**src/rtl/uart_pkg.sv**
```systemverilog
// Shared UART types: parity selection (common with the PISO transmitter) and receiver states.
package uart_pkg;

  typedef enum logic [1:0] {
    NOPARITY00 = 2'b00,
    ODD        = 2'b01,
    EVEN       = 2'b10,
    NOPARITY11 = 2'b11
  } parity_t;

  typedef enum logic [2:0] {
    IDLE,
    START,
    DATA,
    PARITY,
    STOP
  } rx_state_t;

  function automatic logic has_parity(parity_t t);
    return (t == ODD) || (t == EVEN);
  endfunction

  // ones_odd is the XOR over data bits and the received parity bit.
  function automatic logic parity_err(parity_t t, logic ones_odd);
    case (t)
      ODD:     return ~ones_odd;
      EVEN:    return ones_odd;
      default: return 1'b0;
    endcase
  endfunction

endpackage

```
**src/rtl/uart_rx_sipo_if.sv**
```systemverilog
// Line-side and host-side signals of the UART receiver.
interface uart_rx_sipo_if #(
  parameter int DATA_W = 8
);
  logic              data_rx;
  logic [1:0]        parity_type;
  logic [DATA_W-1:0] data_out;
  logic              active_flag;
  logic              done_flag;
  logic              parity_error;
  logic              framing_error;

  modport master (
    output data_rx, parity_type,
    input  data_out, active_flag, done_flag, parity_error, framing_error
  );

  modport slave (
    input  data_rx, parity_type,
    output data_out, active_flag, done_flag, parity_error, framing_error
  );
endinterface

```
**src/rtl/uart_rx_sync.sv**
```systemverilog
// Two-flop synchronizer for the serial line plus a falling-edge detector; all flops reset to idle (1).
module uart_rx_sync (
  input  logic clk,
  input  logic rst_n,
  input  logic d_i,
  output logic rx_s_o,
  output logic fall_o
);
  // sync_q[0]: metastability flop, sync_q[1]: rx_s, sync_q[2]: previous rx_s
  logic [2:0] sync_q;

  always_ff @(posedge clk or negedge rst_n) begin
    if (!rst_n) sync_q <= 3'b111;
    else        sync_q <= {sync_q[1:0], d_i};
  end

  assign rx_s_o = sync_q[1];
  assign fall_o = ~sync_q[1] & sync_q[2];
endmodule

```
**src/rtl/uart_rx_sipo.sv**
```systemverilog
// Oversampling UART receiver: start/data/optional parity/stop, mid-bit sampling, registered result + done pulse.
module uart_rx_sipo
  import uart_pkg::*;
#(
  parameter int OVERSAMPLE = 16,
  parameter int DATA_W     = 8
) (
  input  logic          baud_clk,
  input  logic          reset_n,
  uart_rx_sipo_if.slave bus
);
  localparam int TW = $clog2(OVERSAMPLE);
  localparam int BW = (DATA_W > 1) ? $clog2(DATA_W) : 1;
  localparam logic [TW-1:0] T_MID = TW'(OVERSAMPLE/2 - 1);
  localparam logic [TW-1:0] T_END = TW'(OVERSAMPLE - 1);
  localparam logic [BW-1:0] B_END = BW'(DATA_W - 1);

  logic rx_s, fall;

  uart_rx_sync u_sync (
    .clk    (baud_clk),
    .rst_n  (reset_n),
    .d_i    (bus.data_rx),
    .rx_s_o (rx_s),
    .fall_o (fall)
  );

  rx_state_t         state_q;
  parity_t           ptype_q;
  logic [TW-1:0]     tick_q;
  logic [BW-1:0]     bit_q;
  logic [DATA_W-1:0] shreg_q;
  logic [DATA_W-1:0] dout_q;
  logic              perr_q, perr_out_q, ferr_q, active_q, done_q;
  logic              perr_d;

  assign perr_d = parity_err(ptype_q, ^{shreg_q, rx_s});

  always_ff @(posedge baud_clk or negedge reset_n) begin
    if (!reset_n) begin
      state_q    <= IDLE;
      ptype_q    <= NOPARITY00;
      tick_q     <= '0;
      bit_q      <= '0;
      shreg_q    <= '0;
      dout_q     <= '0;
      perr_q     <= 1'b0;
      perr_out_q <= 1'b0;
      ferr_q     <= 1'b0;
      active_q   <= 1'b0;
      done_q     <= 1'b0;
    end else begin
      done_q <= 1'b0;
      case (state_q)
        IDLE: if (fall) begin
          state_q  <= START;
          tick_q   <= '0;
          bit_q    <= '0;
          perr_q   <= 1'b0;
          active_q <= 1'b1;
          ptype_q  <= parity_t'(bus.parity_type);
        end
        // A start bit that is high again at its midpoint is a glitch.
        START: if (tick_q == T_MID) begin
          tick_q <= '0;
          if (!rx_s) state_q <= DATA;
          else begin
            state_q  <= IDLE;
            active_q <= 1'b0;
          end
        end else tick_q <= tick_q + 1'b1;
        DATA: if (tick_q == T_END) begin
          tick_q  <= '0;
          shreg_q <= {rx_s, shreg_q[DATA_W-1:1]};
          bit_q   <= bit_q + 1'b1;
          if (bit_q == B_END) begin
            bit_q   <= '0;
            state_q <= has_parity(ptype_q) ? PARITY : STOP;
          end
        end else tick_q <= tick_q + 1'b1;
        PARITY: if (tick_q == T_END) begin
          tick_q  <= '0;
          perr_q  <= perr_d;
          state_q <= STOP;
        end else tick_q <= tick_q + 1'b1;
        // Leaving at mid stop bit lets a back-to-back start bit be caught.
        STOP: if (tick_q == T_END) begin
          tick_q     <= '0;
          dout_q     <= shreg_q;
          ferr_q     <= ~rx_s;
          perr_out_q <= perr_q;
          done_q     <= 1'b1;
          active_q   <= 1'b0;
          state_q    <= IDLE;
        end else tick_q <= tick_q + 1'b1;
        default: state_q <= IDLE;
      endcase
    end
  end

  assign bus.data_out      = dout_q;
  assign bus.active_flag   = active_q;
  assign bus.done_flag     = done_q;
  assign bus.parity_error  = perr_out_q;
  assign bus.framing_error = ferr_q;
endmodule

```
**src/flat_wrapper.sv**
```systemverilog
// flat-port wrapper written by rule: the top's interface ports become plain ports
module uart_rx_sipo_flat import uart_pkg::*;
#(
  parameter int OVERSAMPLE = 16,
  parameter int DATA_W     = 8
)
  (baud_clk, reset_n, bus_data_rx, bus_parity_type, bus_data_out, bus_active_flag, bus_done_flag, bus_parity_error, bus_framing_error);
  uart_rx_sipo_if #(.DATA_W(DATA_W)) bus_i ();
  input  logic baud_clk;
  input  logic reset_n;
  input wire logic [$bits(bus_i.data_rx)-1:0] bus_data_rx;
  input wire logic [$bits(bus_i.parity_type)-1:0] bus_parity_type;
  output wire logic [$bits(bus_i.data_out)-1:0] bus_data_out;
  output wire logic [$bits(bus_i.active_flag)-1:0] bus_active_flag;
  output wire logic [$bits(bus_i.done_flag)-1:0] bus_done_flag;
  output wire logic [$bits(bus_i.parity_error)-1:0] bus_parity_error;
  output wire logic [$bits(bus_i.framing_error)-1:0] bus_framing_error;
  assign bus_i.data_rx = bus_data_rx;
  assign bus_i.parity_type = bus_parity_type;
  assign bus_data_out = bus_i.data_out;
  assign bus_active_flag = bus_i.active_flag;
  assign bus_done_flag = bus_i.done_flag;
  assign bus_parity_error = bus_i.parity_error;
  assign bus_framing_error = bus_i.framing_error;
  uart_rx_sipo #(.OVERSAMPLE(OVERSAMPLE), .DATA_W(DATA_W)) u_core (.baud_clk(baud_clk), .reset_n(reset_n), .bus(bus_i));
endmodule
```
**config.mk**
```make
export PLATFORM = sky130hd
export DESIGN_NAME = uart_rx_sipo_flat
export DESIGN_NICKNAME = d
export VERILOG_FILES = /design/src/rtl/uart_pkg.sv /design/src/rtl/uart_rx_sipo_if.sv /design/src/rtl/uart_rx_sync.sv /design/src/rtl/uart_rx_sipo.sv /design/src/flat_wrapper.sv
export SDC_FILE = /design/constraint.sdc
export NUM_CORES = 1
export LEC_CHECK = 0
export ABC_AREA = 1
export CAP_MARGIN = 25
export CORE_ASPECT_RATIO = 1.1
export CORE_MARGIN = 5
export CORE_UTILIZATION = 35
export CTS_CLUSTER_DIAMETER = 40
export DETAILED_ROUTE_END_ITERATION = 6
export GPL_TIMING_DRIVEN = 0
export MAX_ROUTING_LAYER = met4
export PLACE_DENSITY_LB_ADDON = 0.15
export SETUP_SLACK_MARGIN = 0.02
export SYNTH_ARGS = -nofsm -noshare
export SYNTH_HDL_FRONTEND = slang
export SYNTH_HIERARCHICAL = 1
export SYNTH_SLANG_ARGS = --single-unit
```
**constraint.sdc**
```tcl
create_clock -name baud_clk -period 1.3 [get_ports baud_clk]
set_input_delay 0.195 -clock baud_clk [delete_from_list [all_inputs] [get_ports baud_clk]]
set_output_delay 0.195 -clock baud_clk [all_outputs]
set_load 0.02 [all_outputs]
```
==> impl_metrics.ini <==
[outcome]
status = complete, but fails checks
violations = negative hold slack, negative setup slack

[global_route]
grt-ovfl-total = 0
grt_pass1_wl_microns = 6534
grt_max_degree = 37
grt_pass1_vias = 1357
antenna_found_initial = 0
grtUsageTotal = 0.1272

[sta]
fmax_mhz = 698.9
clock-skew-final_ns = 0.006075
setup_ws_ns = -0.1309
tightest_slew_ns = 0.8026
period_share = 1.101
grt_setup_unrepaired = yes
finalMaxSlewViolations = 0
setup_viol = 26
slew_headroom = 0.4649
report.final.hold_viol_count = 4
whs_ns = -0.005641
fin_crit_ns = 1.431

[place]
hpwl_microns = 2419
port_buffers = 16
routabilityCongestion = 0.7610
place_ws_ns = -0.1561
place_inst = 275

[final_layout]
insertedDiodeCount = 0
stdcell_count = 306
layout.nets = 257
drive_above_1_share = 0.4113
area_delta_synth_final_pct = 39.80

[setup_path]
timing.rr.end = u_core/bus.data_out[7]
crit_path_start_kind = register
critPathSlowestCell = dfrtp_1
crit_chain = ha_2 > nand2_4 > clkinv_4 > nand2_8 > buf_4 > buf_4 > nor2_4 > nor2_1 > a21oi_1
cp.required_ns = 1.51
ff2ff_setup_slack_ns = -0.13
worstPathArrival_ns = 1.64
cp_max_fo = 5
worstSetupEndpointType = register
rr_startpoint = u_core/tick_q[1]
critPathKind = register to register
slowest_delay_ns = 0.36
r2r_cells = 9
path_common_cell = buf_4

[synthesis]
synth_seq_cells = 36
synth.distinct_cells = 26
ys_warn_count = 6
synth_cells = 201
ys_seq_area_frac = 0.5120
syn_area_per_cell_sq_um = 8.790
syn_area_sq_um = 1767
synth_fp_nets = 211

[drt]
top_layer = met4
met1Wirelength_microns = 1843
drt_first_pass_iters = 4
routed-via-count = 1464
ant_nets = 0
routed-wl-met3_microns = 157
vias_per_cell = 4.784
route.detailed.drc = 0
wl_met2_microns = 1906
wl_per_cell_microns = 12.84
wirelength_microns = 3928
first_iter_violations = 65

[clock_network]
clkLatencyLatePin_ns = 0.28
htreeDepth = 2
root_buffer = clkbuf_8
cts_tree = done
clock-sinks = 36
clockBufferDepth = 2
cts_hold_buf = 0
clk_pin_slew_ns = 0.07
cts_buffers = 5

[floorplan]
dieArea_sq_um = 6570
die_x_microns = 77.74
io_pins = 17
start_util = 0.3558
fp.dieH_microns = 84.52
rows = 27
core-area_sq_um = 4966

[pwr]
power_density_nw_per_um2 = 1516
power_leakage_uw = 0.001243
ir_drop_mv = 1.001

[min_path]
hp-class = input port to async pin

[job]
drv_cap = 0
[report_power, final]
group / switching [uW] / internal, uW
combinational: 868 / 621
clock: 378 / 381
sequential: 179 / 1320
total: 1430 / 2320
[registers in the layout, summed over array words and instances, names as in the netlist, 2 cells and up]
register and count:
u_core/bus.data_out 8, u_core/shreg_q 8, u_core/tick_q 4, u_core/bit_q 3, u_core/state_q 3, u_core/u_sync/sync_q 3
u_core/ptype_q 2
[critical path, delay by kind of cell (launching register included)]
kind	cells	cell delay, ns
and+or+nand+nor	4	0.33
buffers and inverters	3	0.36
AOI/OAI and AO/OA	1	0.10
DFF	1	0.36
adders and majority gates	1	0.21
[per-stage QoR]
step / TNS [ns] / hold slack, ns / power (uW) / util / cell area (sq um)
6_report: -1.691 / -0.005641 / 3744 / 0.4974 / 2470
5_1_grt: -3.602 / 0.06115 / 4027 / 0.4974 / 2470
4_1_cts: -0.7953 / 0.02255 / 3614 / 0.4583 / 2276
3_5_place_dp: -2.474 / 0.3317 / 2623 / 0.4054 / 2013
3_3_place_gp: -31.63 / 0.3462 / 2609 / 0.4064 / 2018
2_1_floorplan: -0.05886 / -0.1006 / 2329 / - / 1785
[Yosys cell counts (all sizes together)]
cell	n	share of area
nand3b	2	0.0085
nand3	17	0.055
or2	1	0.0035
clkinv	1	0.0028
o21ai	17	0.048
mux2	2	0.013
o211ai	1	0.012
buf	2	0.013
nand2	52	0.12
ha	5	0.035
a21oi	13	0.041
dfrtp	33	0.47
inv	25	0.053
dfstp	3	0.045
nor2	24	0.067
xor2	2	0.0099
nor3	1	0.0092
[layout by cell type (no fill, tap or decap), drive strengths merged]
cell / n
buf: 25
dfrtp: 33
o21ai: 17
nand3b: 2
ha: 5
a21oi: 13
xor2: 2
dlygate4sd2: 12
clkdlybuf4s50: 3
clkbuf: 8
or2: 1
nand2: 52
nand3: 17
nor3: 1
nor2: 25
mux2: 2
inv: 25
clkinv: 1
dfstp: 3
o211ai: 1
[logic make-up (layout without fill, tap and decap cells)]
group / after synthesis / in the layout / share of synthesized area
AND/OR/NAND/NOR: 97 / 98 / 0.2599
AO/OA/AOI/OAI: 31 / 31 / 0.1013
flip-flops: 36 / 36 / 0.5120
multiplexers: 2 / 2 / 0.01275
buffers and inverters: 28 / 74 / 0.06869
adder cells (fa/ha/maj): 5 / 5 / 0.03541
XOR/XNOR: 2 / 2 / 0.009917
[area by class of cell]
class / instances / area, sq um
timing repair buffer: 38 / 336.6
fill: 488 / 2496
multi-input combinational: 138 / 947.2
clock buffer: 8 / 80.08
sequential: 36 / 905.9
inverter: 26 / 105.1
buffer: 2 / 22.52
tap: 58 / 72.57
[repair_timing]
| item | 4_1_cts | 5_1_grt |
|---|---|---|
| setup endpoints to repair | 43 | 32 |
| gates cloned | 3 | 0 |
| pin swaps | 13 | 7 |
| resized for setup | 43 | 41 |
| setup buffers | 12 | 8 |
[per-layer routing]
layer / track usage / vias to the layer above
li1: - / 740
met3: 0.03433 / 2
met4: 0.04219 / 0
met2: 0.1997 / 31
met1: 0.1578 / 691
met5: - / -
[worst max-delay path by stage]
stage	end	from	slack (ns)	depth (start not counted)
after floorplan	u_core/bus.data_out[6]	u_core/state_q[0]	-0.03	6
after global placement	u_core/state_q[0]	reset_n	-0.85	1
after detailed placement	u_core/bit_q[0]	u_core/u_sync/sync_q[2]	-0.16	6
after CTS	u_core/state_q[2]	u_core/u_sync/sync_q[2]	-0.12	7
after global routing	u_core/state_q[0]	u_core/tick_q[1]	-0.21	9
final	u_core/bus.data_out[7]	u_core/tick_q[1]	-0.13	9
Power figures use the tool's default switching activity.
